==> src/rtl/encoder_pkg.sv <==
// Shared types and widths for the sequential 8-to-3 scanning encoder.
package encoder_pkg;

  localparam int unsigned VEC_W = 8;
  localparam int unsigned IDX_W = 3;

  typedef enum logic {
    IDLE = 1'b0,
    SCAN = 1'b1
  } state_t;

endpackage

==> src/rtl/pri_enc8.sv <==
// Combinational lowest-set-bit finder over an 8-bit vector.
module pri_enc8
  import encoder_pkg::*;
(
  input  logic [VEC_W-1:0] vec,
  output logic [IDX_W-1:0] idx,
  output logic             any
);

  // Descending walk so the lowest set bit is the last one written.
  always_comb begin
    idx = '0;
    for (int i = VEC_W - 1; i >= 0; i--) begin
      if (vec[i]) idx = IDX_W'(i);
    end
  end

  assign any = |vec;

endmodule

==> src/rtl/encoder_8to3_scan.sv <==
// Accepts a request vector and emits the index of each set bit, one per handshake,
// in LSB-first or MSB-first order.
module encoder_8to3_scan
  import encoder_pkg::*;
#(
  parameter bit LSB_FIRST = 1'b1
) (
  input  logic             clk,
  input  logic             rst_n,
  input  logic             in_valid,
  output logic             in_ready,
  input  logic [VEC_W-1:0] in_vec,
  output logic             out_valid,
  input  logic             out_ready,
  output logic [IDX_W-1:0] out_idx,
  output logic             out_last,
  output logic             zero_drop,
  output logic             busy
);

  state_t           state_q, state_d;
  logic [VEC_W-1:0] pending_q, pending_d;
  logic             zero_drop_q, zero_drop_d;

  logic [VEC_W-1:0] scan_vec;
  logic [IDX_W-1:0] enc_idx;
  logic [IDX_W-1:0] scan_idx;
  logic             enc_any;
  logic             scanning;
  logic             onehot;

  // MSB-first reuses the LSB finder on the bit-reversed vector.
  if (LSB_FIRST) begin : g_lsb
    assign scan_vec = pending_q;
    assign scan_idx = enc_idx;
  end else begin : g_msb
    for (genvar i = 0; i < VEC_W; i++) begin : g_rev
      assign scan_vec[i] = pending_q[VEC_W-1-i];
    end
    assign scan_idx = IDX_W'(VEC_W - 1) - enc_idx;
  end

  pri_enc8 u_pri_enc8 (
    .vec (scan_vec),
    .idx (enc_idx),
    .any (enc_any)
  );

  assign scanning  = (state_q == SCAN);
  assign onehot    = ((pending_q & (pending_q - VEC_W'(1))) == '0);

  // Outputs come only from registers so they stay stable under backpressure.
  assign in_ready  = ~scanning;
  assign out_valid = scanning;
  assign busy      = scanning;
  assign out_idx   = scanning ? scan_idx : '0;
  assign out_last  = scanning & enc_any & onehot;
  assign zero_drop = zero_drop_q;

  always_comb begin
    state_d     = state_q;
    pending_d   = pending_q;
    zero_drop_d = 1'b0;
    unique case (state_q)
      IDLE: begin
        if (in_valid) begin
          if (in_vec != '0) begin
            pending_d = in_vec;
            state_d   = SCAN;
          end else begin
            zero_drop_d = 1'b1;
          end
        end
      end
      SCAN: begin
        if (out_ready) begin
          pending_d = pending_q & ~(VEC_W'(1) << out_idx);
          if (out_last) state_d = IDLE;
        end
      end
      default: state_d = IDLE;
    endcase
  end

  always_ff @(posedge clk or negedge rst_n) begin
    if (!rst_n) begin
      state_q     <= IDLE;
      pending_q   <= '0;
      zero_drop_q <= 1'b0;
    end else begin
      state_q     <= state_d;
      pending_q   <= pending_d;
      zero_drop_q <= zero_drop_d;
    end
  end

endmodule

==> config.mk <==
export PLATFORM = sky130hd
export DESIGN_NAME = encoder_8to3_scan
export DESIGN_NICKNAME = d
export VERILOG_FILES = /design/src/rtl/encoder_pkg.sv /design/src/rtl/pri_enc8.sv /design/src/rtl/encoder_8to3_scan.sv
export SDC_FILE = /design/constraint.sdc
export NUM_CORES = 1
export LEC_CHECK = 0
export ABC_CLOCK_PERIOD_IN_PS = 2360
export CORE_MARGIN = 5
export CORE_UTILIZATION = 44
export CTS_CLUSTER_DIAMETER = 150
export DETAILED_ROUTE_END_ITERATION = 12
export MAX_ROUTING_LAYER = met4
export PLACE_DENSITY_LB_ADDON = 0.2
export SLEW_MARGIN = 5
export SYNTH_ARGS = -nofsm -noshare
export SYNTH_HDL_FRONTEND = slang
export SYNTH_HIERARCHICAL = 1
export SYNTH_SLANG_ARGS = --single-unit
==> constraint.sdc <==
create_clock -name clk -period 2.36 [get_ports clk]
set_clock_uncertainty 0.2 [all_clocks]
set_input_delay 0.236 -clock clk [delete_from_list [all_inputs] [get_ports clk]]
set_output_delay 0.236 -clock clk [all_outputs]
set_load 0.01 [all_outputs]
==> results.cfg <==
[outcome]
status = complete, no violations

[clock_tree]
clock_tree.buffer_depth = 2
clkLatencyLatePin_ns = 0.27
htreeDepth = 1
tritoncts = done
clkTransAtPathRegs_ns = 0.07
post_cts_buffers = 0
cts_made_buffers = 3
clkSinkCount = 10
clk_root_buffer_cell = sky130_fd_sc_hd__clkbuf_4

[pwr]
combPwrFrac_pct = 67.8
share_seq_of_total_power_pct = 21.1
cell_internal_pwr_uw = 851
power.density_cell_area_nw_per_um2 = 1430
power.leakage_nw = 0.485
worst_supply_voltage_drop_on_vdd_mv = 1.08
net-switching-power_uw = 614
clock_share_of_power_pct = 11.0
fraction_of_power_spent_switching_nets_pct = 41.9

[sta]
worst_slew_pin_slew_ns = 0.513
slew_violations = 0
period_minus_slack_ns = 2.26
max-slew-margin-rel_pct = 65.5
rsz0062_at_grt = false
timing.setup.tns_ns = 0
setup_viol_count_final = 0
hold_viol_final = 0
min_period_over_period_pct = 95.9
fmax_mhz = 442

[worst_setup_path]
path_cells = buf_4, nor4_4, and3b_2, nand2_1, inv_1, dlygate4sd2_1
critical_path_depth = 6
criticalPathCategory = flip-flop to output port
crit_required_ns = 1.92
crit_fanout = 6
crit_arrival_ns = 1.83
worstSetupStartpointType = flip-flop
timing.critical_path.max_delay_family = simple AND/OR/NAND/NOR gates
worst-path-buf-inv = 3
timing.critical_path.to_type = output port
cell_with_the_largest_stage_delay_on_the_worst_path = sky130_fd_sc_hd__dfrtp_1
ff2ff_path_depth = 7
cpPeakStageDelay_ns = 0.40

[synthesis]
post_synth_most_frequent_cells = 10 x sky130_fd_sc_hd__dfrtp_1, 8 x sky130_fd_sc_hd__o21ai_0, 7 x sky130_fd_sc_hd__nor2_1
seq_area_frac_synth_pct = 38.0
postSynth.asyncResetShare_pct = 100
synth.avg_cell_area_um2 = 8.66
synth-warning-count = 6
synth_top_area_share_pct = 38.0
postSynthNetCount = 88
ys_dominant_reg_cell = sky130_fd_sc_hd__dfrtp_1
dominant_cell_by_count_in_the_synthesized_netlist = sky130_fd_sc_hd__dfrtp_1
post_synth_instance_area_um2 = 658
synth-edff-count = 0
synth_area_leader_cell = sky130_fd_sc_hd__dfrtp_1
yosysUniqueCellTypes = 33
syn_inst = 76
synthTopCellsByArea = sky130_fd_sc_hd__dfrtp_1 38%, sky130_fd_sc_hd__a22o_1 8.0%, sky130_fd_sc_hd__o21ai_0 6.1%, sky130_fd_sc_hd__nor2_1 4.0%, sky130_fd_sc_hd__nand2_1 3.4%
synth_seq_cells = 10

[floorplan]
die-height_um = 48.7
design.core.area_um2 = 1450
ios = 20
initial_utilization_pct = 45.3
design.die.area_um2 = 2370
placement_rows = 14
dieWidth_um = 48.7

[grt]
via_count_of_the_first_global_routing_pass = 764
grt.total_usage_pct = 19.4
grt_pass1_wl_um = 3550
leftover_overflow_at_the_end_of_global_routing = 0
grt_start_max_net_pins = 12
grt_antenna_before_repair = 0

[routing]
drt_wirelength_um = 2010
vias = 758
post-route-drc-count = 0
firstDrtPassIters = 4
routed_wire_length_per_instance_um = 15.9
vias_per_cell = 6.02
drt_iter0_drc = 42
antenna_left = 0

[place]
dpl_cell_area_um2 = 953
routabilityCongestion = 0.896
port-buffer-count = 19
dp_hpwl_um = 1570

[final_layout]
area_delta_synth_final_pct = 55.1
fraction_of_layout_instances_using_a_drive_strength_above_1_pct = 26.4
diodes = 0
finish.net_count = 123
final_design_area_no_fill_um2 = 1020

[min_path]
worstHoldPathType = primary input to asynchronous set/reset pin

[run]
timing.max_cap.violations = 0
==> layer usage <==
layer  track usage [%]  up-vias  share of wire [%]  wire (um)
li1                  -      351                  -          -
met1              23.9      369                 41        817
met2              32.8       38                 52       1040
met3              5.52        0                7.6        152
met4              1.35        0                  0          0
met5                 -        -                  0          0
==> cell usage in the layout, fill, tap and decap left out, drive strengths merged, types with 3 or more instances in the layout <==
cell type	n
clkdlybuf4s50	15
buf	14
o21ai	11
dfrtp	10
nor2	7
nand2	6
a22o	6
clkbuf	5
inv	4
nor4	3
==> stage by stage <==
stage | hold slack, ns | setup slack, ns | power (mW) | utilization [%] | std cells
after global routing | 0.115 | 0.0152 | 1.59 | 70.2 | 126
after floorplan | -0.260 | 0.458 | 0.790 | - | 76
final | 0.0824 | 0.0965 | 1.46 | 70.2 | 126
after detailed placement | 0.385 | 0.0158 | 1.24 | 65.6 | 122
after CTS | 0.0953 | 0.0178 | 1.46 | 70.1 | 126
after global placement | 0.386 | 0.0713 | 1.22 | 65.6 | 122
==> state kept, by name (all words and copies together), names as in the netlist <==
signal     count
busy           1
zero_drop      1
pending_q      8
==> cell families after synthesis <==
kind of cell    share of synthesized area, %
buf+inv                                 5.32
flops                                   38.0
simple gates                            25.1
compound gates                          31.6
==> final timing paths <==
check / start / endpoint / slack (ns)
setup / recovery: pending_q[4]$_DFFE_PN0P_ / out_idx[2] / 0.1
hold / removal: rst_n / zero_drop$_DFF_PN0_ / 0.08
setup reg to reg: pending_q[4]$_DFFE_PN0P_ / pending_q[1]$_DFFE_PN0P_ / 0.32
hold reg to reg: pending_q[1]$_DFFE_PN0P_ / pending_q[1]$_DFFE_PN0P_ / 0.45
max in group asynchronous: rst_n / pending_q[7]$_DFFE_PN0P_ / 1.56
min in group clk: out_ready / busy$_DFF_PN0_ / 0.37
==> worst reg2reg max path, stage by stage (launching register included) <==
cell and delay (ns):
sky130_fd_sc_hd__dfrtp_1 0.40, sky130_fd_sc_hd__buf_4 0.18, sky130_fd_sc_hd__o41ai_4 0.39, sky130_fd_sc_hd__inv_1 0.10, sky130_fd_sc_hd__buf_4 0.15, sky130_fd_sc_hd__nor3_1 0.22, sky130_fd_sc_hd__o21ai_0 0.11, sky130_fd_sc_hd__a22o_1 0.19
==> what timing repair did <==
action | 4_1_cts | 5_1_grt
endpoints found under the setup margin | 3 | 2
resized for setup | 9 | 4
hold buffers | 0 | 0
pin swaps | 0 | 1
==> layout make-up <==
cell class              instances  area [um2]
fillers                       128         433
multi-input cells              59         409
repair buffers                 33         290
flip-flops and latches         10         250
clock buffers                   4        36.3
well taps                      16        20.0
inverters                       4        15.0
==> power by group through the flow <==
stage                     clock, mW  sequential, mW  combinational [mW]
final                         0.161           0.310               0.993
after global routing          0.175           0.317                1.09
after CTS                     0.162           0.307               0.992
after detailed placement          0           0.300               0.939
after global placement            0           0.295               0.925
after floorplan                   0           0.334               0.455
(Power assumes the default switching activity.)
